File: src/rtl/vscale_hasti_dma.sv
// vscale_hasti_dma: single-beat HASTI master that copies cfg_len words from cfg_src to cfg_dst.
module vscale_hasti_dma #(
    parameter int LEN_WIDTH = 16
) (
    input  logic                 hclk,
    input  logic                 hreset,
    input  logic                 cfg_start,
    input  logic [31:0]          cfg_src,
    input  logic [31:0]          cfg_dst,
    input  logic [LEN_WIDTH-1:0] cfg_len,
    output logic                 busy,
    output logic                 done,
    output logic                 err,
    output logic [31:0]          haddr,
    output logic                 hwrite,
    output logic [2:0]           hsize,
    output logic [2:0]           hburst,
    output logic                 hmastlock,
    output logic [3:0]           hprot,
    output logic [1:0]           htrans,
    output logic [31:0]          hwdata,
    input  logic [31:0]          hrdata,
    input  logic                 hready,
    input  logic                 hresp
);
    typedef enum logic [2:0] {IDLE, RA, RD, WA, WD, FIN} state_t;

    localparam logic [1:0] HTRANS_IDLE   = 2'b00;
    localparam logic [1:0] HTRANS_NONSEQ = 2'b10;

    state_t               state_q, state_d;
    logic [31:0]          src_q, src_d, dst_q, dst_d, data_q, data_d, haddr_q, haddr_d;
    logic [LEN_WIDTH-1:0] rem_q, rem_d;
    logic                 err_q, err_d, hwrite_q, hwrite_d;

    always_ff @(posedge hclk) begin
        if (hreset) begin
            state_q  <= IDLE;
            src_q    <= '0;
            dst_q    <= '0;
            data_q   <= '0;
            haddr_q  <= '0;
            rem_q    <= '0;
            err_q    <= 1'b0;
            hwrite_q <= 1'b0;
        end else begin
            state_q  <= state_d;
            src_q    <= src_d;
            dst_q    <= dst_d;
            data_q   <= data_d;
            haddr_q  <= haddr_d;
            rem_q    <= rem_d;
            err_q    <= err_d;
            hwrite_q <= hwrite_d;
        end
    end

    always_comb begin
        state_d  = state_q;
        src_d    = src_q;
        dst_d    = dst_q;
        data_d   = data_q;
        haddr_d  = haddr_q;
        rem_d    = rem_q;
        err_d    = err_q;
        hwrite_d = hwrite_q;
        case (state_q)
            IDLE: if (cfg_start) begin
                src_d   = cfg_src & ~32'h3;
                dst_d   = cfg_dst & ~32'h3;
                rem_d   = cfg_len;
                err_d   = 1'b0;
                state_d = (cfg_len != '0) ? RA : FIN;
            end
            RA: begin
                haddr_d  = src_q;
                hwrite_d = 1'b0;
                state_d  = hready ? RD : RA;
            end
            RD: if (hready) begin
                err_d   = hresp;
                data_d  = hresp ? data_q : hrdata;
                state_d = hresp ? FIN : WA;
            end
            WA: begin
                haddr_d  = dst_q;
                hwrite_d = 1'b1;
                state_d  = hready ? WD : WA;
            end
            WD: if (hready) begin
                if (hresp) begin
                    err_d   = 1'b1;
                    state_d = FIN;
                end else begin
                    src_d   = src_q + 32'd4;
                    dst_d   = dst_q + 32'd4;
                    rem_d   = rem_q - LEN_WIDTH'(1);
                    state_d = (rem_q == LEN_WIDTH'(1)) ? FIN : RA;
                end
            end
            FIN:     state_d = IDLE;
            default: state_d = IDLE;
        endcase
    end

    // Address-phase outputs are live in RA/WA and otherwise hold the last issued transfer.
    assign haddr     = (state_q == RA) ? src_q : (state_q == WA) ? dst_q : haddr_q;
    assign hwrite    = (state_q == RA) ? 1'b0 : (state_q == WA) ? 1'b1 : hwrite_q;
    assign htrans    = (state_q == RA || state_q == WA) ? HTRANS_NONSEQ : HTRANS_IDLE;
    assign hwdata    = data_q;
    assign hsize     = 3'd2;
    assign hburst    = 3'd0;
    assign hmastlock = 1'b0;
    assign hprot     = 4'b0011;
    assign busy      = (state_q != IDLE);
    assign done      = (state_q == FIN);
    assign err       = err_q;
endmodule

File: config.mk
export PLATFORM = sky130hd
export DESIGN_NAME = vscale_hasti_dma
export DESIGN_NICKNAME = d
export VERILOG_FILES = /design/src/rtl/vscale_hasti_dma.sv
export SDC_FILE = /design/constraint.sdc
export NUM_CORES = 1
export LEC_CHECK = 0
export ABC_CLOCK_PERIOD_IN_PS = 2000
export BUFFER_PORTS_ARGS = -buffer_cell sky130_fd_sc_hd__buf_4
export CAP_MARGIN = 0
export CORE_ASPECT_RATIO = 1.75
export CORE_MARGIN = 4
export CORE_UTILIZATION = 54
export DETAILED_ROUTE_END_ITERATION = 16
export HOLD_SLACK_MARGIN = 0.08
export PLACE_DENSITY = 0.79
export SLEW_MARGIN = 20
export SYNTH_ARGS = -nofsm -noshare
export SYNTH_HDL_FRONTEND = slang
export SYNTH_SLANG_ARGS = --single-unit
File: constraint.sdc
create_clock -name hclk -period 2 [get_ports hclk]
set_input_delay 0.4 -clock hclk [delete_from_list [all_inputs] [get_ports hclk]]
set_output_delay 0.4 -clock hclk [all_outputs]
set_load 0.01 [all_outputs]
==> results by group, run 1 <==
STA
  • Fmax: 495.9 MHz
  • Final setup violation count: 4
  • Worst hold slack: 0.2261 ns
  • Slew HR: 65.68%
  • Final min period: 2.017 ns
  • Final WS setup: -0.01670 ns
  • Period utilization: 100.8%
  • RSZ-0062 raised after global routing: yes
  • Fin. max-slew vios: 0
  • Final count of hold timing violations: 0
  • Actual slew at the worst max-slew pin: 0.5101 ns
  • Setup Skew: 0.006916 ns

Clock tree
  • Total CTS buffers: 17
  • Htree depth: 4
  • Root Driver: clkbuf_16
  • Clk sinks: 144
  • Clk slew on worst S/H paths: 0.06 ns
  • Clk_lat worst skew: 0.42 ns
  • CTS tree: yes
  • Hold-fix buffers, CTS: 0
  • Bufs on Longest Clock Path: 2

Die
  • Die ar.: 16630 µm²
  • I/O pins: 198
  • Placeable Area: 14300 µm²
  • Die Wd: 99.20 µm
  • Rows: 58
  • Chip height: 167.6 µm
  • Initial Utilization: 54.98%

Route
  • Met3 WL: 2.631 mm
  • Routed via count: 9181
  • Initial drt markers: 893
  • Via density: 6.306
  • # DRC: 0
  • Met1 WL: 9.498 mm
  • TritonRoute pass-1 iters: 6
  • Final WL: 28.40 mm
  • Highest metal used: met4
  • Routed Antenna Nets: 0
  • Routed length on met2: 14.34 mm
  • Wire length per cell: 19.51 µm

Global route
  • Largest net degree at the start of global routing: 65
  • Vias in the first global route: 8691
  • Initial antenna violation count: 0
  • Global-route wire length before repair: 41.50 mm
  • Gr usage total: 30.52%
  • Overflow after GRT: 0

Status
  • Failing checks: setup timing
  • Outcome: finished, violations left

Power
  • IR Drop Worst-Case VDD: 556.7 µV
  • P_leak: 4.516 nW
  • Power density over cell area: 750.6 nW/µm²

Place
  • Port Buf Inserts: 181
  • Post-DP HPWL: 18.05 mm
  • Setup WS pre-CTS: 0.02348 ns
  • Placer congestion estimate: 0.9735
  • Post-Place Cells: 1404
  • Placed Area: 9864 µm²

Synth
  • Netlist cell types: 71
  • Synth warn: 0
  • Adder-Cell Fraction of Synth Area: 0.6367%
  • Syn Inst Count: 1033
  • Ys flop type: dfxtp_1
  • Seq cells post-synth: 144
  • Compound-cell area share of the yosys netlist: 23.29%
  • Post-synth top area cell: dfxtp_1
  • Mapped cell area: 7860 µm²
  • Area fraction of the dominant cell type after synthesis: 36.68%
  • FFs w/ async S/R, synth: 0%
  • Main combinational cell family by area after synthesis: simple AND/OR/NAND/NOR gates
  • Post-Synth XOR/XNOR Area: 0.1114%
  • EDFF count, synth: 0
  • Multiplexer area fraction after synthesis: 4.362%
  • Mapped Avg Cell Area: 7.609 µm²
  • Synth Area in Simple Gates: 28.43%
  • Area contributors post-synth: dfxtp_1 37%, nand2_1 7.6%, a21oi_1 6.0%, o21ai_0 4.4%, mux2i_1 4.1%
  • Register area share after synthesis: 36.68%
  • Most instantiated cells after synthesis: 159 x nand2_1, 144 x dfxtp_1, 94 x a21oi_1
  • Count leader, synth: nand2_1

Setup path
  • Reg-to-Reg End: src_q[22]$_SDFFE_PP0P_
  • Required @ worst endpoint: 1.60 ns
  • CP top delay family: flip-flops
  • Reg2Reg Depth: 5
  • CP Buf/Inv Count: 3
  • Slowest-stage cell, CP: dfxtp_4
  • Max incr delay on CP: 0.43 ns
  • CP Launch Type: flip-flop
  • WP data arrival: 1.62 ns
  • Crit path cell chain: buf_12 > buf_16 > mux2i_2 > o21ai_2 > buf_4
  • CP endpoint kind: primary output
  • Reg2reg setup slack: 0.06 ns
  • Setup CP Type: flip-flop to primary output
  • Max FO, Critical Path: 8
  • Critical R2R Launch: state_q[1]$_SDFFE_PP0P_

Worst hold path
  • Hold WC Path Type: input pin to flip-flop
  • Hold Path Depth: 3
  • Hold Path End: hwdata[1]$_SDFFE_PP0P_
  • Worst hold path startpoint: hrdata[1]

Finish
  • Design area: 11090 µm²
  • Nets: 1384
  • Layout cells sized above 1: 32.13%
  • Diode count: 0
  • Layout Cells excl Fill: 1456
  • P&R area growth vs syn: 41.04%

Flow run
  • Max-cap violation count: 0
[per-layer routing]
metal	track usage, %	up-vias
met5	0	-
met4	17.72	0
met3	6.336	147
met2	52.22	612
met1	34.51	4220
li1	-	4202
[area by class of cell]
class,count,area (µm²)
Clock buffer,19,432.9
Clock inverter,13,163.9
Multi-Input combinational cell,796,4826
Sequential cell,144,2894
Inverter,10,37.54
Tap cell,180,225.2
Timing Repair Buffer,294,2506
Fill cell,1032,3211
[worst max path at each step]
stage | start | endpoint | slack, ns | cells past startpoint
5_1_grt | state_q[1]$_SDFFE_PP0P_ | haddr[14] | -0.07 | 5
3_3_place_gp | src_q[3]$_SDFFE_PP0P_ | src_q[28]$_SDFFE_PP0P_ | 0.09 | 6
2_1_floorplan | rem_q[2]$_SDFFE_PP0P_ | rem_q[9]$_SDFFE_PP0P_ | 0.16 | 6
6_report | state_q[1]$_SDFFE_PP0P_ | haddr[14] | -0.02 | 5
4_1_cts | state_q[0]$_SDFFE_PP0P_ | haddr[2] | -0.02 | 5
3_5_place_dp | src_q[3]$_SDFFE_PP0P_ | src_q[28]$_SDFFE_PP0P_ | 0.02 | 6
[layout by cell type, fill, tap and decap left out, types with 14 or more instances in the layout]
cell / instances
buf_4: 269
nand2_1: 152
dfxtp_1: 141
a21oi_1: 94
nor2_1: 80
o21ai_0: 39
and2_1: 37
nand3_1: 36
o21ai_2: 26
nand4_1: 25
clkbuf_16: 22
nor3_1: 20
nor4_1: 17
and3_1: 16
mux2i_2: 16
o21ai_1: 15
a211oi_1: 14
a31oi_1: 14
[through the flow]
| stage | TNS, ns | util (%) | power [mW] |
|---|---|---|---|
| 3_5_place_dp | 0 | 69.00 | 4.771 |
| 6_report | -0.03567 | 77.54 | 8.321 |
| 3_3_place_gp | 0 | 69.00 | 4.736 |
| 2_1_floorplan | 0 | - | 4.107 |
| 4_1_cts | -0.1114 | 74.30 | 8.063 |
| 5_1_grt | -1.090 | 77.54 | 8.601 |
[power breakdown]
part	switching (mW)	total [mW]	leakage, nW	internal (mW)
Clock	1.29	3.26	0.287	1.97
Combinational	0.953	1.82	3.05	0.863
Sequential	0.196	3.25	1.18	3.05
[worst min-delay path: stages]
cell	delay [ns]
buf_4	0.11
nand2_1	0.04
a21oi_1	0.05
[cells by family (layout without fill, tap and decap cells)]
logic type	after synthesis	count (layout)
AND/OR/NAND/NOR	449	451
flip-flops	144	144
adder cells (fa/ha/maj)	4	4
XOR/XNOR	1	1
AO/OA/AOI/OAI	294	294
other	2	12
buffers and inverters	105	336
multiplexers	34	34
[sequential cells by signal, indices dropped and copies added (netlist names)]
name      cells
rem_q        16
haddr_q      31
hwdata       32
src_q        30
dst_q        30
state_q       3
err           1
hwrite_q      1
[timing repair]
action,CTS,global route
pin swaps,2,3
endpoints found under the setup margin,35,47
resized for setup,35,81
cloned,3,10
setup buffers,4,4
Power figures use the tool's default switching activity.
==> inputs of run 2 (changes only) <==
--- a/config.mk
+++ b/config.mk
@@ -5,7 +5,7 @@
 export SDC_FILE = /design/constraint.sdc
 export NUM_CORES = 1
 export LEC_CHECK = 0
-export ABC_CLOCK_PERIOD_IN_PS = 2000
+export ABC_CLOCK_PERIOD_IN_PS = 2240
 export BUFFER_PORTS_ARGS = -buffer_cell sky130_fd_sc_hd__buf_4
 export CAP_MARGIN = 0
 export CORE_ASPECT_RATIO = 1.75
@@ -13,7 +13,7 @@
 export CORE_UTILIZATION = 54
 export DETAILED_ROUTE_END_ITERATION = 16
 export HOLD_SLACK_MARGIN = 0.08
-export PLACE_DENSITY = 0.79
+export PLACE_DENSITY = 0.81
 export SLEW_MARGIN = 20
 export SYNTH_ARGS = -nofsm -noshare
 export SYNTH_HDL_FRONTEND = slang
==> constraint.sdc (replaced) <==
create_clock -name hclk -period 2.24 [get_ports hclk]
set_input_delay 0 -clock hclk [delete_from_list [all_inputs] [get_ports hclk]]
set_output_delay 0 -clock hclk [all_outputs]
set_load 0.01 [all_outputs]
==> run 2 against run 1 <==
  * The flow now finishes without violations
  * Wire length is 4.3% lower
  * Cell count is 3.6% higher
  * Design area is 1.2% higher
  * First-iteration DRC count is 20% lower
  * Sequential share of layout area is 0.39 points lower
  * Clock-buffer cell count stayed put
  * Worst hold slack worse by 0.12 ns
  * Critical path type is now flip-flop to flip-flop
  * Largest cell class unchanged
==> results by group, run 2 (synthesis results as in run 1) <==
Setup path
  • CP endpoint kind: flip-flop
  • Crit. Startpoint: dst_q[2]$_SDFFE_PP0P_
  • WP data arrival: 2.48 ns
  • Setup CP Type: flip-flop to flip-flop
  • Reg2Reg Depth: 6
  • Max FO, Critical Path: 7
  • Reg-to-Reg End: dst_q[26]$_SDFFE_PP0P_
  • Required @ worst endpoint: 2.57 ns
  • Reg2reg setup slack: 0.09 ns
  • Critical R2R Launch: dst_q[2]$_SDFFE_PP0P_
  • CP Launch Type: flip-flop

Global route
  • Initial antenna violation count: 0
  • Grt met2 use: 56.29%
  • Gr usage total: 32.17%
  • Vias in the first global route: 9011
  • Largest net degree at the start of global routing: 57
  • Overflow after GRT: 0
  • GR met1 Demand/Resource: 36.01%
  • Gr busiest metal: met2
  • Global-route wire length before repair: 43.96 mm
  • Global Route met3 Usage: 5.711%

STA
  • Fmax: 465.5 MHz
  • Worst hold slack: 0.1015 ns
  • Setup TNS: 0 ns
  • Setup Skew: 0.009702 ns
  • Fin. max-slew vios: 0
  • Actual slew at the worst max-slew pin: 0.7522 ns
  • RSZ-0062 raised after global routing: no
  • Final setup violation count: 0
  • Period utilization: 95.90%
  • Slew HR: 49.67%
  • Final count of hold timing violations: 0
  • Final min period: 2.148 ns

Place
  • Post-Place Cells: 1365
  • Post-DP HPWL: 17.24 mm
  • Port Buf Inserts: 181
  • Placer congestion estimate: 0.9561
  • Placed Area: 9509 µm²

Die
  • Initial Utilization: 54.98%
  • Rows: 58
  • Die Wd: 99.20 µm
  • I/O pins: 198
  • Chip height: 167.6 µm
  • Die ar.: 16630 µm²
  • Placeable Area: 14300 µm²

Finish
  • Nets: 1437
  • Design area: 11220 µm²
  • Commonest non-fill, non-tap cell in the layout: buf_4
  • Commonest cells after routing, fill and taps aside: 232 x buf_4, 159 x nand2_1, 143 x dfxtp_1
  • Layout cells sized above 1: 21.91%
  • Max reg flops: 32
  • Layout Cells excl Fill: 1508
  • Diode count: 0
  • P&R area growth vs syn: 42.69%

Clock tree
  • Htree depth: 4
  • Total CTS buffers: 17
  • CTS tree: yes
  • Root Driver: clkbuf_16
  • Clk_lat worst skew: 0.42 ns
  • Clk sinks: 144
  • Bufs on Longest Clock Path: 2
  • Setup Buffers After CTS: 0
  • Clk slew on worst S/H paths: 0.06 ns

Status
  • Outcome: complete, no violations

Worst hold path
  • Hold Path Depth: 4
  • Hold WC Path Type: input pin to flip-flop
  • Worst hold path startpoint: cfg_len[8]
  • Hold Path End: rem_q[8]$_SDFFE_PP0P_

Route
  • Routed via count: 9109
  • TritonRoute pass-1 iters: 6
  • Routed Antenna Nets: 0
  • Final WL: 27.18 mm
  • # DRC: 0
  • Initial drt markers: 715
  • Wire length per cell: 18.02 µm
  • Via density: 6.040

Power
  • Power density over cell area: 637.6 nW/µm²
  • P_leak: 4.492 nW
  • Clock share of power: 39.5%
  • Gate power share: 19.7%
  • Pint: 5.089 mW
  • Sw Share: 28.83%
  • Sequential power share: 40.8%
  • IR Drop Worst-Case VDD: 565.7 µV
  • Switch Pwr: 2.062 mW

Flow run
  • Max-cap violation count: 0
[run 2: cell types whose count changed in the layout (fill, tap and decap cells not counted), moves of 16 or more]
| cell | before | now |
|---|---|---|
| dlygate4sd3_1 | 0 | 112 |
| buf_4 | 269 | 232 |
| o21ai_0 | 39 | 69 |
| o21ai_2 | 26 | 0 |
| mux2i_1 | 13 | 32 |
| mux2i_2 | 16 | 0 |
[run 2: cell type report]
class | count | area, µm²
Clock buffer | 19 | 442.9
Clock inverter | 12 | 136.4
Fill cell | 996 | 3080
Inverter | 10 | 37.54
Multi-Input combinational cell | 794 | 4536
Sequential cell | 144 | 2884
Tap cell | 180 | 225.2
Timing Repair Buffer | 349 | 2954
[run 2: power groups by stage]
stage | Clock [mW] | Combinational (mW) | Sequential (mW)
detailed placement | 0 | 1.22 | 2.96
floorplan | 0 | 0.758 | 2.91
CTS | 2.84 | 1.38 | 2.90
finish | 2.82 | 1.41 | 2.91
global route | 2.94 | 1.54 | 2.93
global placement | 0 | 1.19 | 2.95
[run 2: critical path, cell delays in order, from the launching register on]
cell and delay, ns:
dfxtp_1 0.45, ha_1 0.26, and3_1 0.28, nand4_1 0.26
nor4_2 0.43, xnor2_1 0.12, a211oi_1 0.25
[run 2: per-layer routing]
metal,up-vias,routed length (µm)
met5,-,0
met4,0,1328
met3,106,2061
met2,471,13750
met1,4236,10040
li1,4296,-
[run 2: timing repair]
action / in CTS / in global routing
setup endpoints to repair: 0 / 5
hold buffers: 112 / 0
hold endpoints to repair: 110 / 0
resized for setup: 0 / 2
[run 2: worst max path at each step]
stage	end	slack [ns]
after detailed placement	dst_q[26]$_SDFFE_PP0P_	0.23
after floorplan	rem_q[9]$_SDFFE_PP0P_	0.40
after CTS	haddr[8]	0.09
final	dst_q[26]$_SDFFE_PP0P_	0.09
after global routing	state_q[2]$_SDFFE_PP0P_	0.06
after global placement	src_q[28]$_SDFFE_PP0P_	0.28
[run 2: metrics by stage]
stage / power [mW] / utilization (%) / setup slack, ns
floorplan: 3.667 / - / 0.3964
global placement: 4.141 / 66.52 / 0.2818
detailed placement: 4.174 / 66.52 / 0.2256
CTS: 7.117 / 78.41 / 0.09386
global route: 7.408 / 78.45 / 0.06242
finish: 7.151 / 78.45 / 0.09174
==> inputs of run 3 (changes only) <==
--- a/config.mk
+++ b/config.mk
@@ -5,12 +5,13 @@
 export SDC_FILE = /design/constraint.sdc
 export NUM_CORES = 1
 export LEC_CHECK = 0
+export ABC_AREA = 1
 export ABC_CLOCK_PERIOD_IN_PS = 2240
 export BUFFER_PORTS_ARGS = -buffer_cell sky130_fd_sc_hd__buf_4
 export CAP_MARGIN = 0
 export CORE_ASPECT_RATIO = 1.75
 export CORE_MARGIN = 4
-export CORE_UTILIZATION = 54
+export CORE_UTILIZATION = 55
 export DETAILED_ROUTE_END_ITERATION = 16
 export HOLD_SLACK_MARGIN = 0.08
 export PLACE_DENSITY = 0.81
==> run 3 against run 2 <==
  * Clock-buffer cell count shrank 2
  * Total power increased by 4.8%
  * Die area up 4.8%
  * Non-clock buffer count down 41
  * Synthesized cell count is 37% higher
  * Clock skew up 0.00054 ns
  * Sequential power increased by 4%
  * Utilization shrank 1.5 points
  * Critical path depth decreased by 1
==> results by group, run 3 <==
Synth
  • Seq cells post-synth: 144
  • Post-synth top area cell: dfxtp_1
  • Mapped Avg Cell Area: 5.947 µm²
  • Ys flop type: dfxtp_1
  • Compound-cell area share of the yosys netlist: 14.12%
  • Post-Synth XOR/XNOR Area: 0.2080%
  • Netlist cell types: 32
  • Syn Inst Count: 1416
  • Register area share after synthesis: 34.23%
  • FFs w/ async S/R, synth: 0%
  • Synth Area in Simple Gates: 41.29%
  • Most instantiated cells after synthesis: 457 x nand2_1, 268 x nor2_1, 144 x dfxtp_1
  • Area contributors post-synth: dfxtp_1 34%, nand2_1 20%, nor2_1 12%, nand3_1 5.9%, a21oi_1 5.1%
  • Count leader, synth: nand2_1
  • EDFF count, synth: 0
  • Synth warn: 0
  • Mapped cell area: 8421 µm²
  • Main combinational cell family by area after synthesis: simple AND/OR/NAND/NOR gates
  • Multiplexer area fraction after synthesis: 0%
  • Area fraction of the dominant cell type after synthesis: 34.23%
  • Adder-Cell Fraction of Synth Area: 0.5944%

STA
  • Slew HR: 30.72%
  • Final count of hold timing violations: 0
  • Final setup violation count: 0
  • Period utilization: 92.30%
  • Setup Skew: 0.01024 ns
  • Setup TNS: 0 ns
  • Fin. max-slew vios: 0
  • RSZ-0062 raised after global routing: no
  • Fmax: 483.7 MHz
  • Final min period: 2.068 ns
  • Actual slew at the worst max-slew pin: 1.038 ns

Clock tree
  • Clk slew on worst S/H paths: 0.07 ns
  • Setup Buffers After CTS: 0
  • Htree depth: 4
  • Total CTS buffers: 17
  • Bufs on Longest Clock Path: 2
  • Clk sinks: 144
  • Root Driver: clkbuf_16
  • CTS resizes: 0
  • CTS tree: yes
  • Clk_lat worst skew: 0.42 ns

Setup path
  • Reg2reg setup slack: 0.34 ns
  • Required @ worst endpoint: 2.24 ns
  • Slowest-stage cell, CP: dfxtp_1
  • Max FO, Critical Path: 14
  • Crit path cell chain: nand2_2 > nor2_1 > inv_2 > o221ai_1 > buf_4
  • WP data arrival: 2.07 ns
  • Setup CP Type: flip-flop to primary output
  • CP endpoint kind: primary output
  • Max incr delay on CP: 0.47 ns
  • CP Launch Type: flip-flop

Global route
  • Largest net degree at the start of global routing: 86
  • Vias in the first global route: 10.26k
  • Overflow after GRT: 0
  • Global-route wire length before repair: 47.68 mm
  • Initial antenna violation count: 0
  • Gr usage total: 34.07%

Power
  • Overall Power: 7.495 mW
  • IR Drop Worst-Case VDD: 491.0 µV
  • P_leak: 4.981 nW
  • Power density over cell area: 650.4 nW/µm²

Route
  • Via density: 5.575
  • Routed Antenna Nets: 0
  • Routed via count: 10.44k
  • Wire length per cell: 15.78 µm
  • TritonRoute pass-1 iters: 6
  • # DRC: 0
  • Initial drt markers: 701
  • Final WL: 29.54 mm

Finish
  • Fin util: 76.91%
  • Layout cells sized above 1: 14.51%
  • Commonest cells after routing, fill and taps aside: 456 x nand2_1, 268 x nor2_1, 192 x buf_4
  • Max reg flops: 32
  • Design area: 11520 µm²
  • Nets: 1797
  • Diode count: 0
  • Commonest non-fill, non-tap cell in the layout: nand2_1
  • Fill count: 1184
  • P&R area growth vs syn: 36.86%

Die
  • Initial Utilization: 56.19%
  • Die Wd: 101.5 µm
  • Rows: 59
  • Chip height: 171.7 µm
  • Die ar.: 17430 µm²
  • Placeable Area: 14990 µm²
  • I/O pins: 198

Status
  • Outcome: complete, no violations

Worst hold path
  • Hold WC Path Type: input pin to flip-flop

Place
  • Post-DP HPWL: 19.28 mm
  • Port Buf Inserts: 181
  • Placer congestion estimate: 0.9915
  • Placed Area: 9829 µm²

Flow run
  • Max-cap violation count: 0
## run 3: changes by cell type in the layout (fill, tap and decap cells not counted), sizes merged, moves of 14 or more
cell	change
nand2	+301
nor2	+191
inv	+104
nand3	+61
and2	-40
buf	-40
mux2i	-32
nor4	-22
and3	-16
nand4	-15
nor3	-14
## run 3: layer usage
layer	part of all wire, %	wire [µm]	track usage [%]	vias to the layer above
met5	0	0	0	-
met4	5.2	1549	19.16	0
met3	7.3	2166	6.737	115
met2	51	15160	60.72	508
met1	36	10660	36.88	4764
li1	-	-	-	5050
## run 3: per-stage QoR
| stage | cells | hold WS, ns | setup slack, ns |
|---|---|---|---|
| after floorplan | 1426 | 0.1349 | 0.7550 |
| after global placement | 1729 | 0.2200 | 0.4436 |
| after detailed placement | 1729 | 0.2277 | 0.4005 |
| after CTS | 1872 | 0.2851 | 0.2153 |
| after global routing | 1872 | 0.3052 | 0.05939 |
| final | 1872 | 0.2729 | 0.1725 |
## run 3: kinds of logic (layout without fill, tap and decap cells)
| kind of cell | count (synthesis) | in the layout |
|---|---|---|
| flip-flops | 144 | 144 |
| AND/OR/NAND/NOR | 865 | 865 |
| other | 2 | 12 |
| buffers and inverters | 181 | 444 |
| XOR/XNOR | 2 | 2 |
| AO/OA/AOI/OAI | 218 | 218 |
| adder cells (fa/ha/maj) | 4 | 4 |
## run 3: layout make-up
cell class	count	area, µm²	area share [%]
well taps	183	229.0	1.987
multi-input cells	1101	4786	41.53
flip-flops and latches	144	2883	25.01
inverters	104	390.4	3.387
clock buffers	17	425.4	3.691
repair buffers	308	2653	23.02
clock inverters	15	158.9	1.379
## run 3: final timing paths
path / start / end / cells past startpoint
max: state_q[0]$_SDFFE_PP0P_ / haddr[10] / 5
min: hreset / state_q[0]$_SDFFE_PP0P_ / 3
min reg2reg: haddr_q[1]$_SDFFE_PP0P_ / haddr_q[1]$_SDFFE_PP0P_ / 2
max reg2reg: state_q[1]$_SDFFE_PP0P_ / hwdata[20]$_SDFFE_PP0P_ / 7
## run 3: repair_timing
action / 4_1_cts / 5_1_grt
setup endpoints to repair: 0 / 0
endpoints found under the hold margin: 112 / 0
hold buffers: 111 / 0
## run 3: power breakdown
group	internal (mW)	switching (mW)	total, mW
registers	2.77	0.256	3.03
logic	0.716	0.943	1.66
clock network	1.50	1.31	2.81
## run 3: worst max-delay path, delay by kind of cell, from the launching register on
family,cells,cell delay [ns]
AND/OR/NAND/NOR,2,0.40
AO/OA/AOI/OAI,1,0.38
buffers and inverters,2,0.39
flip-flops,1,0.47
